===== src/rtl/rs485_pkg.sv =====
// Shared RS-485 definitions: state encoding, oversampling and sample ticks, frame size, default parity.
// Intended for both the receive and transmit sides of the link.
package rs485_pkg;

   typedef enum logic [2:0] {
      ST_IDLE   = 3'd0,
      ST_START  = 3'd1,
      ST_DATA   = 3'd2,
      ST_PARITY = 3'd3,
      ST_STOP   = 3'd4
   } rx_state_e;

   localparam int OVERSAMPLE = 16;
   localparam int TICK_W     = $clog2(OVERSAMPLE);

   localparam logic [TICK_W-1:0] SAMPLE_T0 = TICK_W'(6);
   localparam logic [TICK_W-1:0] SAMPLE_T1 = TICK_W'(7);
   localparam logic [TICK_W-1:0] SAMPLE_T2 = TICK_W'(8);

   localparam int   FRAME_BITS      = 11;
   localparam logic PARITY_MODE_DEF = 1'b0;

   function automatic logic maj3(input logic a, input logic b, input logic c);
      return (a & b) | (a & c) | (b & c);
   endfunction

endpackage


===== src/rtl/rs485_rx_sync.sv =====
// Two-flop synchronizer plus delay flop on the rx line, with falling-edge detect; all flops reset high.
// Latency: rx_s_o lags rx_i by 2 clocks; no backpressure.
module rs485_rx_sync (
   input  logic clk,
   input  logic rst_n,
   input  logic rx_i,
   output logic rx_s_o,
   output logic fall_o
);

   logic meta_q;
   logic sync_q;
   logic dly_q;

   always_ff @(posedge clk or negedge rst_n) begin
      if (!rst_n) begin
         meta_q <= 1'b1;
         sync_q <= 1'b1;
         dly_q  <= 1'b1;
      end else begin
         meta_q <= rx_i;
         sync_q <= meta_q;
         dly_q  <= sync_q;
      end
   end

   assign rx_s_o = sync_q;
   assign fall_o = ~sync_q & dly_q;

endmodule


===== src/rtl/rs485_rx.sv =====
// RS-485 receiver: start, 8 data bits LSB first, parity, stop; 16x oversampled with 3-tap majority vote.
// Latency: rdsig 169 clocks after the synchronized falling edge; no backpressure, byte is held until the next strobe.
module rs485_rx
   import rs485_pkg::*;
#(
   parameter logic PARITY_MODE = PARITY_MODE_DEF
) (
   input  logic       clk,
   input  logic       rst_n,
   input  logic       rx,
   output logic [7:0] dataout,
   output logic       rdsig,
   output logic       dataerror,
   output logic       frameerror,
   output logic       idle
);

   logic rx_s;
   logic rx_fall;

   rs485_rx_sync u_sync (
      .clk    (clk),
      .rst_n  (rst_n),
      .rx_i   (rx),
      .rx_s_o (rx_s),
      .fall_o (rx_fall)
   );

   rx_state_e         state_q;
   logic [TICK_W-1:0] tick_q;
   logic [2:0]        idx_q;
   logic              smp6_q;
   logic              smp7_q;
   logic [7:0]        shift_q;
   logic              par_q;
   logic [7:0]        dataout_q;
   logic              rdsig_q;
   logic              dataerror_q;
   logic              frameerror_q;
   logic              idle_q;

   logic smp_now;
   logic bit_smp;

   assign smp_now = (tick_q == SAMPLE_T2);
   assign bit_smp = maj3(smp6_q, smp7_q, rx_s);

   always_ff @(posedge clk or negedge rst_n) begin
      if (!rst_n) begin
         state_q      <= ST_IDLE;
         tick_q       <= '0;
         idx_q        <= '0;
         smp6_q       <= 1'b1;
         smp7_q       <= 1'b1;
         shift_q      <= '0;
         par_q        <= 1'b0;
         dataout_q    <= '0;
         rdsig_q      <= 1'b0;
         dataerror_q  <= 1'b0;
         frameerror_q <= 1'b0;
         idle_q       <= 1'b0;
      end else begin
         rdsig_q <= 1'b0;

         if (state_q != ST_IDLE) begin
            tick_q <= tick_q + TICK_W'(1);
            if (tick_q == SAMPLE_T0) smp6_q <= rx_s;
            if (tick_q == SAMPLE_T1) smp7_q <= rx_s;
         end

         case (state_q)
            ST_IDLE: begin
               // The detection cycle itself is tick 0, so the next cycle is tick 1.
               if (rx_fall) begin
                  state_q <= ST_START;
                  tick_q  <= TICK_W'(1);
                  idle_q  <= 1'b1;
               end
            end
            ST_START: begin
               if (smp_now) begin
                  if (bit_smp) begin
                     state_q <= ST_IDLE;
                     idle_q  <= 1'b0;
                  end else begin
                     state_q <= ST_DATA;
                     idx_q   <= '0;
                  end
               end
            end
            ST_DATA: begin
               if (smp_now) begin
                  shift_q <= {bit_smp, shift_q[7:1]};
                  idx_q   <= idx_q + 3'd1;
                  if (idx_q == 3'd7) state_q <= ST_PARITY;
               end
            end
            ST_PARITY: begin
               if (smp_now) begin
                  par_q   <= bit_smp;
                  state_q <= ST_STOP;
               end
            end
            ST_STOP: begin
               // Errored frames are still delivered; only false starts are dropped.
               if (smp_now) begin
                  state_q      <= ST_IDLE;
                  idle_q       <= 1'b0;
                  rdsig_q      <= 1'b1;
                  dataout_q    <= shift_q;
                  dataerror_q  <= ((^shift_q) ^ PARITY_MODE) != par_q;
                  frameerror_q <= ~bit_smp;
               end
            end
            default: begin
               state_q <= ST_IDLE;
               idle_q  <= 1'b0;
            end
         endcase
      end
   end

   assign dataout    = dataout_q;
   assign rdsig      = rdsig_q;
   assign dataerror  = dataerror_q;
   assign frameerror = frameerror_q;
   assign idle       = idle_q;

endmodule


===== config.mk =====
export PLATFORM = sky130hd
export DESIGN_NAME = rs485_rx
export DESIGN_NICKNAME = d
export VERILOG_FILES = /design/src/rtl/rs485_pkg.sv /design/src/rtl/rs485_rx_sync.sv /design/src/rtl/rs485_rx.sv
export SDC_FILE = /design/constraint.sdc
export NUM_CORES = 1
export LEC_CHECK = 0
export ABC_AREA = 1
export CAP_MARGIN = 20
export CORE_UTILIZATION = 46
export DETAILED_ROUTE_END_ITERATION = 8
export MAX_ROUTING_LAYER = met4
export PLACE_DENSITY = 0.72
export SYNTH_ARGS = -nofsm -noshare
export SYNTH_HDL_FRONTEND = slang
export SYNTH_SLANG_ARGS = --single-unit

===== constraint.sdc =====
create_clock -name clk -period 1.6 [get_ports clk]
set_input_delay 0.4 -clock clk [delete_from_list [all_inputs] [get_ports clk]]
set_output_delay 0.4 -clock clk [all_outputs]
set_load 0.01 [all_outputs]

==> metrics.txt <==
status completed; internal power 1.778 mW; total grt overflow 0; type of the worst min-delay path reg -> reg; Yosys top cell by area dfrtp_1; placed insts 261; final setup vio count 0; Die Span Y 63.34 um; WHS 357.9 ps; switching pwr 1.007 mW; worst-margin pin slew 285.9 ps; WL final 2879 um; largest net degree at the start of global routing 37; static leakage 1.181 nW; Ant. Diodes 0; die width 63.34 um; Yosys top cell area share 44.83%; CP peak stage delay 530 ps; global-route wire length before repair 5278 um; Clock Path Buffers 2; critical-path cell list clkdlybuf4s50_1; fmax 642.8 MHz; Max Cap Viol 0; synthesis-to-finish area growth 19.96%; # fillers 319; die area 4011 sq um; period utilization 97.23%; average wire per standard cell 10.66 um; CP Max Fanout 2; reg2reg path depth 8; clk root buf clkbuf_8; post-synthesis sequential area ratio 52.42%; port buffer count 14; Bufs and invs on worst path 1; number of global-route vias before repair 1254; total core area 3468 sq um; commonest cells after routing, fill and taps aside nand2_1, dfrtp_1, inv_1; clock skew 4.364 ps; Core Rows 21; Final #Nets 231; number of H-tree levels 2; share of layout cells above drive strength 1 18.30%; Crit-path slowest cell clkdlybuf4s50_1; Yosys reg bits 36; syn nets 208; clock slew seen by the registers of the worst setup and hold paths 70 ps; clock share of power 23.6%; count of cell types in the netlist 24; RSZ-0062 raised after global routing false; Worst setup EP type primary output; CP top delay family buffers and inverters; post-DP HPWL 2104 um; routed vias/inst 4.719; combinational share of power 31.9%; TritonCTS Sinks 36; Slew headroom 80.74%; first drt pass iteration count 4; Worst EP arrival 1160 ps; CP Data Required Time 1200 ps; Finished Layout Cells 270; sequential power share 44.5%; Mean Syn Cell Area 8.652 sq um; post-route ant nets 0; commonest non-fill, non-tap cell in the layout nand2_1; Synth Instances 200; gpl congestion 0.7920; Worst VDD drop 0.7721 mV; top cells by area, synth dfrtp_1, nand2_1, dfstp_2, inv_1, ha_1; TritonCTS buffer count 5; CTS tree done; initial antenna violation count 0; hold-critical path depth 0; Top Ports 15; Switching Share 36.15%; Synthesis Warnings 0; DRT iter0 DRCs 57; startpoint types flop; initial cell density of the core 49.89%; Fin. Hold Viols 0; clock latency at the later pin of the worst-skew pair 280 ps; routed vias 1274; Crit Path Category reg -> out; crit path time final 1556 ps; setup TNS 0 ps; CP Depth 1; all-layer global routing usage 17.60%; synthesized cell area 1730 sq um; DRC 0; pwr/cell area 1341 nW/um^2; final max-slew violation count 0
-- path summary, 6_finish.rpt --
kind,startpoint,endpoint,slack (ps)
worst max-delay path,dataout[4]$_DFFE_PN0P_,dataout[4],40
worst min-delay path,u_sync.meta_q$_DFF_PN1_,u_sync.rx_s_o$_DFF_PN1_,360
worst max register to register,tick_q[0]$_DFF_PN0_,dataout[4]$_DFFE_PN0P_,150
worst min register to register,u_sync.meta_q$_DFF_PN1_,u_sync.rx_s_o$_DFF_PN1_,360
max in group asynchronous,rst_n,u_sync.meta_q$_DFF_PN1_,870
min in group asynchronous,rst_n,dataout[5]$_DFFE_PN0P_,480
-- final cells by class --
type	count	area (sq um)	share of cell area [%]
inverter	28	105.1	5.063
timing repair buffer	19	225.2	10.85
clock inverter	2	10.01	0.4822
multi-input combinational	133	688.2	33.15
sequential	36	907.1	43.70
clock buffer	6	82.58	3.978
tap	46	57.56	2.773
-- sequential cells by signal, indices dropped and copies added, names as in the netlist, 3 cells and up --
name,flops
dataout,8
idx_q,3
shift_q,8
state_q,3
tick_q,4
-- cells by family (layout without fill, tap and decap cells) --
| logic type | after synthesis | count (layout) | share of synthesized area (%) |
|---|---|---|---|
| buffers and inverters | 31 | 55 | 7.809 |
| adders and majority gates | 5 | 5 | 3.615 |
| and+or+nand+nor | 100 | 100 | 26.17 |
| xor gates and xnor gates | 1 | 1 | 0.5062 |
| AOI/OAI and AO/OA | 27 | 27 | 9.472 |
| DFF | 36 | 36 | 52.42 |
-- cells in the mapped netlist (all sizes together) --
library cell / n
buf: 3
nand4: 3
ha: 5
nand3: 11
dfrtp: 31
nor2: 11
inv: 28
dfstp: 5
a21oi: 5
o21ai: 20
or2: 1
nor3: 3
nand2: 71
xor2: 1
a31oi: 2
-- timing repair --
action                     4_1_cts  5_1_grt
resized for setup                0        9
hold endpoints to repair         0        0
hold buffers                     0        0
setup endpoints to repair        0       14
buffers inserted                 0        1
-- per-stage QoR --
stage	setup slack [ps]	area [sq um]	power (mW)	utilization, %
finish	44.30	2076	2.785	59.85
global route	3.689	2076	3.001	59.85
CTS	0.3493	2033	2.823	58.62
detailed placement	120.0	1941	2.153	55.95
global placement	185.7	1941	2.124	55.95
floorplan	258.1	1730	1.922	-
-- power by group through the flow --
stage / sequential [mW] / clock (mW) / combinational (mW)
6_report: 1.24 / 0.657 / 0.889
5_1_grt: 1.26 / 0.718 / 1.02
4_1_cts: 1.24 / 0.685 / 0.900
3_5_place_dp: 1.25 / 0 / 0.899
3_3_place_gp: 1.25 / 0 / 0.870
2_1_floorplan: 1.24 / 0 / 0.683
-- per-layer routing --
layer,global-route usage [%],wire (um)
met1,19.28,1328
met2,30.19,1420
met3,3.986,104
met4,7.955,25
met5,-,0
Power figures use the tool's default switching activity.
